## src/rtl/fifo_pkg.sv

```systemverilog
// Shared FIFO definitions: geometry, producer state encoding and the test data pattern
// used by both the write-side producer and the read-side checker.
package fifo_pkg;

  localparam int WIDTH     = 1024;
  localparam int DEPTH     = 512;
  localparam int PTR_WIDTH = $clog2(DEPTH);

  typedef enum logic [1:0] {
    IDLE  = 2'd0,
    BURST = 2'd1,
    GAP   = 2'd2,
    DONE  = 2'd3
  } producer_state_t;

  // One 32-bit lane of word `index`: the lane number on top, the word index below.
  function automatic logic [31:0] pattern_lane(input logic [7:0] lane, input logic [23:0] index);
    return {lane, index};
  endfunction

  function automatic logic [WIDTH-1:0] pattern_word(input logic [23:0] index);
    logic [WIDTH-1:0] word;
    word = '0;
    for (int k = 0; k < WIDTH / 32; k++) begin
      word[32*k +: 32] = pattern_lane(8'(k), index);
    end
    return word;
  endfunction

endpackage

```

## src/rtl/fifo_producer.sv

```systemverilog
// Write-side traffic source: emits TOTAL_WORDS pattern words in bursts of BURST_LEN,
// separated by GAP_CYCLES idle cycles, stalling on Full without losing or repeating words.
module fifo_producer #(
  parameter int WIDTH       = 1024,
  parameter int TOTAL_WORDS = 512,
  parameter int BURST_LEN   = 16,
  parameter int GAP_CYCLES  = 4
) (
  input  logic                                 clk1,
  input  logic                                 rst_n,
  input  logic                                 Start,
  input  logic                                 Full,
  output logic                                 Write,
  output logic [WIDTH-1:0]                     Data_in,
  output logic                                 Busy,
  output logic                                 Done,
  output logic [$clog2(TOTAL_WORDS+1)-1:0]     Words_sent
);
  import fifo_pkg::*;

  localparam int WW = $clog2(TOTAL_WORDS + 1);
  localparam int BW = $clog2(BURST_LEN + 1);
  localparam int GW = (GAP_CYCLES > 0) ? $clog2(GAP_CYCLES + 1) : 1;

  localparam logic [WW-1:0] WORDS_LAST = WW'(TOTAL_WORDS - 1);
  localparam logic [BW-1:0] BURST_LAST = BW'(BURST_LEN - 1);
  localparam logic [GW-1:0] GAP_LAST   = GW'((GAP_CYCLES > 0) ? GAP_CYCLES - 1 : 0);

  producer_state_t   r_state;
  logic              r_write;
  logic [WIDTH-1:0]  r_data;
  logic              r_busy;
  logic              r_done;
  logic [WW-1:0]     r_words;
  logic [BW-1:0]     r_burst;
  logic [GW-1:0]     r_gap;

  logic              w_accept;
  logic [23:0]       w_idx;
  logic [WIDTH-1:0]  w_pattern;

  assign w_accept = r_write & ~Full;

  // Index of the word to load next: in BURST the one after the word being accepted,
  // on leaving GAP the first unsent word, and 0 when a run starts.
  always_comb begin
    w_idx = '0;
    case (r_state)
      BURST:   w_idx = 24'(r_words) + 24'd1;
      GAP:     w_idx = 24'(r_words);
      default: w_idx = '0;
    endcase
  end

  for (genvar gi = 0; gi < WIDTH / 32; gi++) begin : g_lane
    assign w_pattern[32*gi +: 32] = pattern_lane(8'(gi), w_idx);
  end

  always_ff @(posedge clk1 or negedge rst_n) begin
    if (!rst_n) begin
      r_state <= IDLE;
      r_write <= 1'b0;
      r_data  <= '0;
      r_busy  <= 1'b0;
      r_done  <= 1'b0;
      r_words <= '0;
      r_burst <= '0;
      r_gap   <= '0;
    end else begin
      case (r_state)
        IDLE, DONE: begin
          if (Start) begin
            r_state <= BURST;
            r_write <= 1'b1;
            r_data  <= w_pattern;
            r_busy  <= 1'b1;
            r_done  <= 1'b0;
            r_words <= '0;
            r_burst <= '0;
            r_gap   <= '0;
          end
        end
        BURST: begin
          if (w_accept) begin
            r_words <= r_words + 1'b1;
            if (r_words == WORDS_LAST) begin
              r_state <= DONE;
              r_write <= 1'b0;
              r_busy  <= 1'b0;
              r_done  <= 1'b1;
              r_burst <= '0;
            end else if (r_burst == BURST_LAST) begin
              r_burst <= '0;
              if (GAP_CYCLES > 0) begin
                r_state <= GAP;
                r_write <= 1'b0;
                r_gap   <= '0;
              end else begin
                r_data <= w_pattern;
              end
            end else begin
              r_burst <= r_burst + 1'b1;
              r_data  <= w_pattern;
            end
          end
        end
        GAP: begin
          // Data_in keeps the last word while idle; the next word is loaded on exit.
          if (r_gap == GAP_LAST) begin
            r_state <= BURST;
            r_write <= 1'b1;
            r_data  <= w_pattern;
            r_gap   <= '0;
          end else begin
            r_gap <= r_gap + 1'b1;
          end
        end
        default: r_state <= IDLE;
      endcase
    end
  end

  assign Write      = r_write;
  assign Data_in    = r_data;
  assign Busy       = r_busy;
  assign Done       = r_done;
  assign Words_sent = r_words;

endmodule

```

## config.mk

```make
export PLATFORM = sky130hd
export DESIGN_NAME = fifo_producer
export DESIGN_NICKNAME = d
export VERILOG_FILES = /design/src/rtl/fifo_pkg.sv /design/src/rtl/fifo_producer.sv
export SDC_FILE = /design/constraint.sdc
export NUM_CORES = 1
export LEC_CHECK = 0
export BUFFER_PORTS_ARGS = -buffer_cell sky130_fd_sc_hd__buf_4
export CAP_MARGIN = 25
export CORE_AREA = 8 8 395 397
export CTS_CLUSTER_DIAMETER = 120
export CTS_CLUSTER_SIZE = 14
export DETAILED_ROUTE_END_ITERATION = 8
export DIE_AREA = 0 0 403 405
export SYNTH_ARGS = -nofsm -noshare
export SYNTH_HDL_FRONTEND = slang
export SYNTH_SLANG_ARGS = --single-unit
```

## constraint.sdc

```tcl
create_clock -name clk1 -period 2.7 [get_ports clk1]
set_input_delay 0.405 -clock clk1 [delete_from_list [all_inputs] [get_ports clk1]]
set_output_delay 0.405 -clock clk1 [all_outputs]
set_load 0.05 [all_outputs]
```

==> flow_summary_export.csv <==
group,metric,value,unit
status,status,"finished clean",
yosys,synth_seq_cells,35,
routing,ant_nets,0,
yosys,synth_mux_area_frac,0.0145,
global_routing,grt_pass1_vias,5402,
worst_hold_path,hp-class,"input port to asynchronous set/reset pin",
yosys,synth-compound-area-share,0.0481,
yosys,synth.area.top_cells,"buf_4, dfrtp_1, a31oi_1",
floorplan,die_w,403,um
worst_setup_path,start_kind,"register",
global_routing,grt_max_degree,82,
worst_setup_path,cp.arrival,2540,ps
routing,viasPerCell,1.59,
final_layout,regArea,886,sq um
yosys,syn_inst,1221,
cts,h-tree-depth,2,
routing,first_pass_iters,5,
yosys,yosysWarnings,0,
final_layout,area_delta_synth_final,5.94,%
final_layout,multi_input_area,3280,sq um
worst_setup_path,r2r_slack,320,ps
sta,rsz0062_at_grt,"false",
cts,clk_path_buf_depth,2,
yosys,ys.flop_type,"dfrtp_1",
power,ir_worst_vdd,0.656,mV
worst_setup_path,rr_worst_depth,6,
cts,clockRootBuffer,"clkbuf_16",
cts,cts_resized,0,
sta,timing.final.crit_share,0.883,
floorplan,design.die.area,163000,sq um
worst_setup_path,worstPathRequired,2860,ps
sta,finClkSkew,3.93,ps
cts,clkSinkCount,35,
floorplan,initial_core_util,0.0646,
floorplan,rows,142,
yosys,synth_commonest_cells,"buf_4, dfrtp_1, nand2_1, a31oi_1, o21ai_0",
cts,cts_hold_buf,0,
placed_design,hpwl,23.7,mm
routing,drc_errors,0,
yosys,synth_top_family_by_area,"buffers and inverters",
sta,hold_violations,0,
cts,cts_tree,"done",
worst_setup_path,r2r-start,"r_state[0]",
yosys,synth_most_common_cell,"buf_4",
cts,clk_latency,280,ps
routing,wl_per_cell,8.60,um
global_routing,grt_pass1_wl,35.1,mm
sta,setup_viol,0,
power,p_leak,5.17,nW
power,finalPower,12.5,mW
worst_setup_path,r2r-end,"Data_in[993]",
yosys,synth_top_area_share,0.789,
yosys,yosys.area_share.xor_xnor,0,
final_layout,drive_gt1_frac,0.391,
sta,slew_viol_final,0,
yosys,synth-async-reset-ratio,1.00,
global_routing,grt_usage,0.0269,
cts,cts.clk_slew.worst_paths,50,ps
final_layout,antenna_cells,0,
yosys,synth_fa_ha_area_frac,0.00648,
final_layout,fin_nets,1260,
yosys,yosys.cell_types.count,52,
worst_setup_path,critPathKind,"register to register",
sta,relSlewSlack,0.383,
sta,fmax,0.420,GHz
cts,postCtsSetupBuffers,0,
floorplan,io_pins,1041,
floorplan,die_y,405,um
global_routing,antenna_found_initial,4,
final_layout,nFillCells,17500,
yosys,yosys.area_share.simple,0.0403,
routing,vias,5084,
sta,setup_tns,0,ps
placed_design,gp_congestion,0.651,
routing,wirelength,27.5,mm
yosys,syn_area,9650,sq um
power,powerDensity,1220,nW/um^2
floorplan,core,149000,sq um
flow_run,max_cap_viol_count,0,
yosys,synth_top_area_cell,"buf_4",
cts,cts_made_buffers,5,
sta,period_minus_slack,2380,ps
yosys,synth_edf_count,0,
global_routing,grt-ovfl-total,0,
routing,drt_iter0_markers,194,
worst_setup_path,path_max_fanout,13,
yosys,yosysSeqAreaShare,0.0908,
worst_setup_path,end_kind,"register",
placed_design,io_buffer_count,448,
sta,worst_pin_slew,925,ps
yosys,synth.avg_cell_area,7.90,sq um
## worst max path at each step
stage	slack [ps]	to	depth (start not counted)	start
after floorplan	90	Data_in[1016]	1	Data_in[1019]
after global placement	430	Data_in[993]	6	r_state[0]
after detailed placement	320	Data_in[1002]	6	r_state[0]
after CTS	320	Data_in[1002]	6	r_state[0]
after global routing	130	Data_in[993]	6	r_state[0]
final	320	Data_in[993]	6	r_state[0]
## cell usage in the layout, fill, tap and decap left out, types with 4 or more instances in the layout
cell | netlist | layout
conb_1 | 1 | 592
buf_4 | 1014 | 461
dfrtp_1 | 35 | 29
nand2_1 | 18 | 18
a31oi_1 | 14 | 14
o21ai_0 | 13 | 13
a21oi_1 | 9 | 9
inv_1 | 7 | 7
and3_1 | 6 | 6
nand3_1 | 6 | 6
dfrtp_2 | 0 | 5
nand2b_1 | 5 | 5
nor2_1 | 5 | 5
mux2_4 | 5 | 5
ha_1 | 5 | 5
clkbuf_16 | 0 | 5
o2bb2ai_1 | 4 | 4
mux2_2 | 4 | 4
a311oi_1 | 4 | 4
## report_power, final
group          leakage (nW)  internal [mW]  switching (mW)
clock                0.0679          0.340           0.204
combinational          4.66           2.31            8.75
sequential            0.439          0.674           0.211
total                  5.17           3.32            9.17
## sequential cells by signal, indices dropped and copies added, names as in the netlist
| register | count |
|---|---|
| Data_in | 12 |
| Words_sent | 10 |
| r_burst | 5 |
| r_gap | 3 |
| r_state | 2 |
| Busy | 1 |
| Done | 1 |
| Write | 1 |
## layout make-up
| class | count | share of cell area |
|---|---|---|
| clock inverter | 1 | 0.000490 |
| multi-input combinational | 741 | 0.321 |
| tap | 1944 | 0.238 |
| inverter | 7 | 0.00257 |
| sequential | 35 | 0.0867 |
| clock buffer | 7 | 0.0130 |
| timing repair buffer | 461 | 0.339 |
## metrics by stage
step | worst slack (ps) | hold WS (ps) | cells | area (sq um) | utilization
after global placement | 435 | 391 | 3188 | 10100 | 0.0676
after floorplan | 86.8 | 109 | 1812 | 11900 | -
after detailed placement | 321 | 406 | 3188 | 10100 | 0.0676
after CTS | 322 | 103 | 3196 | 10200 | 0.0685
after global routing | 133 | 127 | 3196 | 10200 | 0.0685
final | 317 | 84.9 | 3196 | 10200 | 0.0685
## routing by layer
| metal | vias to the layer above | global-route usage | share of wire |
|---|---|---|---|
| li1 | 2270 | - | - |
| met1 | 2340 | 0.0251 | 0.31 |
| met2 | 458 | 0.0560 | 0.58 |
| met3 | 16 | 0.00954 | 0.097 |
| met4 | 0 | 0.00411 | 0.0082 |
| met5 | - | 0 | 0 |
## cell families after synthesis
family                     after synthesis
buffers and inverters                 1036
and+or+nand+nor                         67
AOI/OAI and AO/OA                       66
DFF                                     35
muxes                                   11
adders and majority gates                5
other                                    1
## critical path, stage by stage, from the launching register on
cell      delay (ps)
dfrtp_1          350
inv_1             60
ha_1             450
nor2b_1          260
a221oi_4         350
nand3_2          380
mux2_4           400
No activity file was read; power rests on OpenSTA's default activity.
